[config.mk]
export PLATFORM = sky130hd
export DESIGN_NAME = alu_issue_ctrl
export DESIGN_NICKNAME = d
export VERILOG_FILES = /design/src/rtl/alu_issue_pkg.sv /design/src/rtl/alu_issue_ctrl_cond_check.sv /design/src/rtl/alu_issue_ctrl.sv
export SDC_FILE = /design/constraint.sdc
export NUM_CORES = 1
export LEC_CHECK = 0
export ABC_AREA = 1
export CORE_AREA = 2 2 53 55
export CTS_CLUSTER_DIAMETER = 120
export DETAILED_ROUTE_END_ITERATION = 8
export DIE_AREA = 0 0 55 57
export PLACE_DENSITY = 0.75
export SYNTH_ARGS = -nofsm -noshare
export SYNTH_HDL_FRONTEND = slang
export SYNTH_SLANG_ARGS = --single-unit
[constraint.sdc]
create_clock -name clk -period 1.5 [get_ports clk]
set_input_delay 0.225 -clock clk [delete_from_list [all_inputs] [get_ports clk]]
set_output_delay 0.225 -clock clk [all_outputs]
set_load 0.01 [all_outputs]
[src/rtl/alu_issue_pkg.sv]
// alu_issue_pkg: ALU commands, ARM opcode/cond constants, flag indices and opcode encoder
package alu_issue_pkg;
  localparam logic [3:0] CMD_NOP = 4'b0000, CMD_MOV = 4'b0001, CMD_ADD = 4'b0010, CMD_ADC = 4'b0011;
  localparam logic [3:0] CMD_SUB = 4'b0100, CMD_SBC = 4'b0101, CMD_AND = 4'b0110, CMD_ORR = 4'b0111;
  localparam logic [3:0] CMD_EOR = 4'b1000, CMD_MVN = 4'b1001;
  localparam logic [3:0] OP_AND = 4'b0000, OP_EOR = 4'b0001, OP_SUB = 4'b0010, OP_ADD = 4'b0100;
  localparam logic [3:0] OP_ADC = 4'b0101, OP_SBC = 4'b0110, OP_TST = 4'b1000, OP_CMP = 4'b1010;
  localparam logic [3:0] OP_ORR = 4'b1100, OP_MOV = 4'b1101, OP_MVN = 4'b1111;
  localparam logic [3:0] CC_EQ = 4'h0, CC_NE = 4'h1, CC_CS = 4'h2, CC_CC = 4'h3, CC_MI = 4'h4;
  localparam logic [3:0] CC_PL = 4'h5, CC_VS = 4'h6, CC_VC = 4'h7, CC_HI = 4'h8, CC_LS = 4'h9;
  localparam logic [3:0] CC_GE = 4'ha, CC_LT = 4'hb, CC_GT = 4'hc, CC_LE = 4'hd, CC_AL = 4'he;
  localparam int FN = 3, FZ = 2, FC = 1, FV = 0;
  typedef struct packed {
    logic [3:0] cmd;
    logic       s;
    logic       wb;
  } enc_t;
  // Memory address calculation overrides the opcode; compares set flags but never write back
  function automatic enc_t encode(logic [3:0] op, logic s, logic mem);
    enc_t e;
    e = '{cmd: CMD_NOP, s: 1'b0, wb: 1'b0};
    if (mem) e = '{cmd: CMD_ADD, s: 1'b0, wb: 1'b1};
    else
      case (op)
        OP_MOV: e = '{cmd: CMD_MOV, s: s, wb: 1'b1};
        OP_MVN: e = '{cmd: CMD_MVN, s: s, wb: 1'b1};
        OP_ADD: e = '{cmd: CMD_ADD, s: s, wb: 1'b1};
        OP_ADC: e = '{cmd: CMD_ADC, s: s, wb: 1'b1};
        OP_SUB: e = '{cmd: CMD_SUB, s: s, wb: 1'b1};
        OP_SBC: e = '{cmd: CMD_SBC, s: s, wb: 1'b1};
        OP_AND: e = '{cmd: CMD_AND, s: s, wb: 1'b1};
        OP_ORR: e = '{cmd: CMD_ORR, s: s, wb: 1'b1};
        OP_EOR: e = '{cmd: CMD_EOR, s: s, wb: 1'b1};
        OP_CMP: e = '{cmd: CMD_SUB, s: 1'b1, wb: 1'b0};
        OP_TST: e = '{cmd: CMD_AND, s: 1'b1, wb: 1'b0};
        default: e = '{cmd: CMD_NOP, s: 1'b0, wb: 1'b0};
      endcase
    return e;
  endfunction
endpackage

[src/rtl/alu_issue_ctrl_cond_check.sv]
// cond_check: evaluates an ARM condition field against {N,Z,C,V}
module cond_check
  import alu_issue_pkg::*;
(
  input  logic [3:0] cond,
  input  logic [3:0] flags,
  output logic       pass
);
  logic n, z, c, v;
  assign {n, z, c, v} = flags;
  // Standard ARM condition table; 1111 never passes
  always_comb
    case (cond)
      CC_EQ: pass = z;
      CC_NE: pass = ~z;
      CC_CS: pass = c;
      CC_CC: pass = ~c;
      CC_MI: pass = n;
      CC_PL: pass = ~n;
      CC_VS: pass = v;
      CC_VC: pass = ~v;
      CC_HI: pass = c & ~z;
      CC_LS: pass = ~c | z;
      CC_GE: pass = n == v;
      CC_LT: pass = n != v;
      CC_GT: pass = ~z & (n == v);
      CC_LE: pass = z | (n != v);
      CC_AL: pass = 1'b1;
      default: pass = 1'b0;
    endcase
endmodule

[src/rtl/alu_issue_ctrl.sv]
// alu_issue_ctrl: ALU issue stage with one EX slot and NZCV status register (option FLAG_FWD_EN)
module alu_issue_ctrl
  import alu_issue_pkg::*;
#(
  parameter logic [3:0] SR_RESET = 4'b0000
) (
  input  logic       clk,
  input  logic       rst_n,
  input  logic       in_valid,
  output logic       in_ready,
  input  logic [3:0] in_opcode,
  input  logic [3:0] in_cond,
  input  logic       in_s,
  input  logic       in_mem,
  input  logic       stall,
  input  logic       flush,
  input  logic       alu_n,
  input  logic       alu_z,
  input  logic       alu_c,
  input  logic       alu_v,
  output logic       ex_valid,
  output logic       ex_exec,
  output logic [3:0] ex_cmd,
  output logic       ex_carry_in,
  output logic       ex_s,
  output logic       ex_wb,
  output logic [3:0] sr
);
  logic       flag_set, hazard, pass, acc;
  logic [3:0] alu_f, eff;
  enc_t       enc;
  assign alu_f    = {alu_n, alu_z, alu_c, alu_v};
  assign flag_set = ex_valid & ex_exec & ex_s;
`ifdef FLAG_FWD_EN
  assign eff    = flag_set ? alu_f : sr;
  assign hazard = 1'b0;
`else
  assign eff    = sr;
  assign hazard = flag_set;
`endif
  assign in_ready = ~stall & (flush | ~hazard);
  assign acc      = in_valid & in_ready & ~flush;
  assign enc      = encode(in_opcode, in_s, in_mem);
  cond_check u_cond (.cond(in_cond), .flags(eff), .pass(pass));
  // EX slot and status register; stall freezes both, a failed condition squashes flag and result writes
  always_ff @(posedge clk or negedge rst_n)
    if (!rst_n) begin
      ex_valid    <= 1'b0;
      ex_exec     <= 1'b0;
      ex_cmd      <= CMD_NOP;
      ex_carry_in <= 1'b0;
      ex_s        <= 1'b0;
      ex_wb       <= 1'b0;
      sr          <= SR_RESET;
    end else if (!stall) begin
      if (flag_set) sr <= alu_f;
      ex_valid    <= acc;
      ex_exec     <= acc & pass;
      ex_cmd      <= acc ? enc.cmd : CMD_NOP;
      ex_carry_in <= acc & eff[FC];
      ex_s        <= acc & pass & enc.s;
      ex_wb       <= acc & pass & enc.wb;
    end
endmodule

==> Word level (Yosys, flattened, before mapping) <==
Index checks and enable logic that the tools add are counted.
{ "classes": {"addsub": 0, "mul": 0, "div_mod_pow": 0, "order_cmp": 0, "eq_ne": 26, "shift": 0, "n_mux": 4, "bitwise_logic": 21, "n_reduce_logical": 3} }
{ "op_table": {"columns": ["operator", "count"], "rows": [
  ["one-hot mux 6 bit (11 select lines)", 1],
  ["equality test 4 bit, second input constant", 12],
  ["equality test 4 x 3 -> 1 bit, second input constant", 7],
  ["one-hot mux 1 bit (15 select lines)", 1],
  ["equality test 4 x 2 -> 1 bit, second input constant", 3],
  ["bitwise AND 1 bit", 11],
  ["equality test 4 x 1 -> 1 bit, second input constant", 2],
  ["logical NOT 4 bit", 2],
  ["inverter 1 bit", 7],
  ["2-to-1 mux 6 bit", 1],
  ["2-to-1 mux 4 bit", 1],
  ["OR 1 bit", 3],
  ["AND reduction 2 bit", 1],
  ["equality test 1 bit", 1],
  ["!= test 1 bit", 1]
]} }
{ "totals": {"regBits": 13, "latchBits": 0, "mem_bits_rw": 0, "rom_bits": 0, "in_bits": 19, "out_inout_bits": 14, "word_cells": 61, "n_memories": 0} }

==> Longest topological paths before layout <==
{ "depth": {"word_depth": 9, "mapped_depth": 10, "ltp_nobuf": 10} }

==> By module <==
A second synthesis with hierarchy kept.
{ "unflattened": {"cells_unflattened": 145, "hier_area_um2": 940.9} }
{ "modules_own_cells": {"columns": ["mod", "n_inst", "cells_each", "area_each_um2", "seq_area_each_um2"], "rows": [
  ["alu_issue_ctrl", 1, 90, 711.9, 325.3],
  ["cond_check", 1, 55, 229.0, 0.0]
]} }

==> Worst setup path before layout <==
OpenSTA, ideal clock, no wires.
{ "synth_timing": {"kind": "reg2reg", "start": "reg ex_exec", "end": "reg ex_cmd[3]", "setup_time_ns": 0.083, "arrival_ns": 1.127, "t_required_ns": 1.417, "setup_slack_ns": 0.290, "stages_incl_launch_ff": 8, "n_path_buf": 0, "period_less_slack_ns": 1.210, "path_cell_list": "dfrtp_1 > nand3_1 > inv_1 > a21oi_2 > nand3_2 > inv_2 > nand2_1 > o21ai_0"} }
{ "synth_via": {"elab_chain_cells": 8} }
{ "synth_rtl": {"columns": ["item", "line", "text"], "rows": [
  ["start: declaration", "alu_issue_ctrl.sv:22", "output logic ex_exec,"],
  ["start signal: assignment", "alu_issue_ctrl.sv:58", "ex_exec <= acc & pass;"],
  ["bitwise AND 1 bit (2 in a row)", "alu_issue_ctrl.sv:33", "assign flag_set = ex_valid & ex_exec & ex_s;"],
  ["inverter 1 bit", "alu_issue_ctrl.sv:41", "assign in_ready = ~stall & (flush | ~hazard);"],
  ["OR 1 bit", "alu_issue_ctrl.sv:41", null],
  ["bitwise AND 1 bit", "alu_issue_ctrl.sv:41", null],
  ["net in_ready", "alu_issue_ctrl.sv:10", "output logic in_ready,"],
  ["bitwise AND 1 bit (2 in a row)", "alu_issue_ctrl.sv:42", "assign acc = in_valid & in_ready & ~flush;"],
  ["2-to-1 mux 4 bit", "alu_issue_ctrl.sv:59", "ex_cmd <= acc ? enc.cmd : CMD_NOP;"],
  ["end signal: assignment", "alu_issue_ctrl.sv:59", null],
  ["end: declaration", "alu_issue_ctrl.sv:23", "output logic [3:0] ex_cmd,"]
]} }
The timed path passes the listed nets, and every way through them passes these cells.
A chain may end at the register's enable or synchronous reset.

==> Final worst setup path <==
{ "layout_timing": {"start": "reg sr[3]", "end": "out sr[3]"} }
{ "layout_lines": {"columns": ["item", "line", "text"], "rows": [
  ["start: declaration", "alu_issue_ctrl.sv:27", "output logic [3:0] sr"],
  ["start signal: assignment", "alu_issue_ctrl.sv:56", "if (flag_set) sr <= alu_f;"]
]} }
No word-level cell between the ends.

==> metrics.md <==
| Metric | Value |
|---|---|
| Status | finished, final reports clean |
| Area Growth Syn to Fin | 51.1% |
| Distinct cell type count after synthesis | 16 |
| Max_cap viols | 0 |
| Setup Skew | 0.941 ps |
| Vias per inst | 4.79 |
| Yosys warns | 0 |
| RSZ-0062 raised after global routing | no |
| Clk Latency, worst-skew pair | 270 ps |
| Final Power | 0.778 mW |
| Pwr dens | 612 nW/um^2 |
| Slowest cell on crit path | clkdlybuf4s50_1 |
| Clock slew at reported path FFs | 80 ps |
| Layout cells sized above 1 | 11.0% |
| Synth Cell Area | 842 um^2 |
| FF-to-FF End | ex_cmd[3] |
| Clock buffer depth | 2 |
| Worst slew pin tran | 269 ps |
| Reg-to-reg critical path startpoint | ex_valid |
| Vias in the first global route | 849 |
| P_leak | 0.663 nW |
| Rows | 19 |
| Layout net count | 192 |
| Final wirelength | 2.14 mm |
| Placed wire-length estimate | 1.71 mm |
| Pins Over Slew Limit | 0 |
| DR DRC count | 0 |
| Wire per inst | 10.5 um |
| Crit-path leading delay family | buffers and inverters |
| FF+latch count, synth | 13 |
| Tmin final | 1440 ps |
| Die width | 55 um |
| Max stage delay on crit path | 550 ps |
| Post-Syn Area per Cell | 6.48 um^2 |
| N_diodes | 0 |
| Die area | 3140 um^2 |
| HP Class | primary input to asynchronous set/reset pin |
| Total track usage | 15.1% |
| Iteration-0 DRC Markers | 31 |
| Starting Density | 32.2% |
| First-pass GRT wire length | 3.49 mm |
| Crit path DAT | 1220 ps |
| Fillers | 263 |
| Crit-path max FO | 4 |
| Die Ht | 57 um |
| Routed Antenna Nets | 0 |
| Worst reg2reg path depth | 7 |
| Sink Count | 13 |
| Initial antenna violation count | 0 |
| Pre-CTS WS | -197 ps |
| Critical path class | register to output port |
| Data required, critical path | 1270 ps |
| Total CTS buffers | 3 |
| Worst setup EP type | output port |
| Post-layout instance area | 1270 um^2 |
| Commonest non-fill, non-tap cell in the layout | nand2_1 |
| Syn nets | 149 |
| Worst path cell trace | clkdlybuf4s50_1 |
| Final setup vio count | 0 |
| Placed Area | 1240 um^2 |
| Final setup TNS | 0 ps |
| Most frequent cells in the layout | nand2_1, clkdlybuf4s50_1, inv_1 |
| Sequential fraction of the synthesis area | 38.6% |
| Max frequency | 0.693 GHz |
| Global route overflow | 0 |
| Max transition margin | 81.9% |
| Hold slack | 255 ps |
| # hold bufs at CTS | 0 |
| Register-to-register setup slack | 230 ps |
| Pre-antenna DRT Iters | 4 |
| RD Place Congestion | 0.792 |
| Critical path startpoint category | register |
| Synthesized instance count | 130 |
| Final Hold Viols | 0 |
| CTS tree | built |
| Peak supply drop | 0.521 mV |
| Port buffer count | 32 |
| Core Region | 2620 um^2 |
| Clock Tree Root | clkbuf_4 |
| H-tree levels | 1 |
| Final setup margin | 56.5 ps |
| Ports | 33 |
| Buf/Inv on CP | 1 |
| Vias | 973 |
| Tcrit/Tclk final | 96.2% |
| Largest net degree at the start of global routing | 14 |
-- kinds of logic (layout without fill, tap and decap cells) --
family,after synthesis,after routing,share of synthesized area (%)
and+or+nand+nor,78,78,38.9
muxes,1,1,1.34
AOI/OAI and AO/OA,17,17,11.4
buffers and inverters,21,63,9.66
DFF,13,13,38.6
-- through the flow --
step / std cells / util (%)
global route: 203 / 48.7
finish: 203 / 48.7
global placement: 198 / 47.6
floorplan: 130 / -
CTS: 203 / 48.9
detailed placement: 198 / 47.6
-- layout make-up --
class                      count  area, um^2  share of cell area (%)
inverter                      19        71.3                    5.60
sequential                    13         325                    25.6
multi-input combinational     96         435                    34.2
tap                           31        38.8                    3.05
clock buffer                   4        26.3                    2.06
timing repair buffer          40         375                    29.5
-- how the worst max path moves through the flow --
stage	start	slack (ps)	to	cells past startpoint
global route	sr[3]	5	sr[3]	1
floorplan	ex_exec	290	ex_cmd[3]	7
CTS	ex_valid	10	in_ready	4
detailed placement	flush	-200	in_ready	4
finish	sr[3]	60	sr[3]	1
global placement	flush	-160	in_ready	4
-- cell usage after synthesis (all sizes together) --
| cell | number | area [um^2] |
|---|---|---|
| o22ai | 1 | 6.26 |
| inv | 19 | 71.3 |
| o31ai | 1 | 7.51 |
| buf | 2 | 10.0 |
| nand2 | 44 | 165 |
| mux2 | 1 | 11.3 |
| nand3b | 1 | 7.51 |
| dfrtp | 13 | 325 |
| nor3 | 2 | 10.0 |
| nand3 | 15 | 85.1 |
| nor2 | 16 | 60.1 |
| a21oi | 8 | 47.6 |
| o21ai | 7 | 35.0 |
-- per-layer routing --
metal  GRT usage [%]  vias up  wire, um
li1                -      496         -
met1            18.7      443       891
met2            25.5       30      1110
met3            2.09        4       117
met4            6.27        0        19
met5               0        -         0
-- where the power goes --
group	switching, mW	internal [mW]
registers	0.00776	0.362
logic	0.0914	0.0998
clock network	0.114	0.103
total	0.213	0.565
-- state kept, by name (all words and copies together), names as in the netlist --
register	flops
ex_cmd	4
ex_s	1
ex_wb	1
sr	4
ex_valid	1
ex_exec	1
ex_carry_in	1
-- timing repair --
item / in CTS / in global routing
setup endpoints to repair: 2 / 1
buffers inserted: 1 / 0
resized for setup: 2 / 1
hold endpoints to repair: 0 / 0
Power figures use the tool's default switching activity.
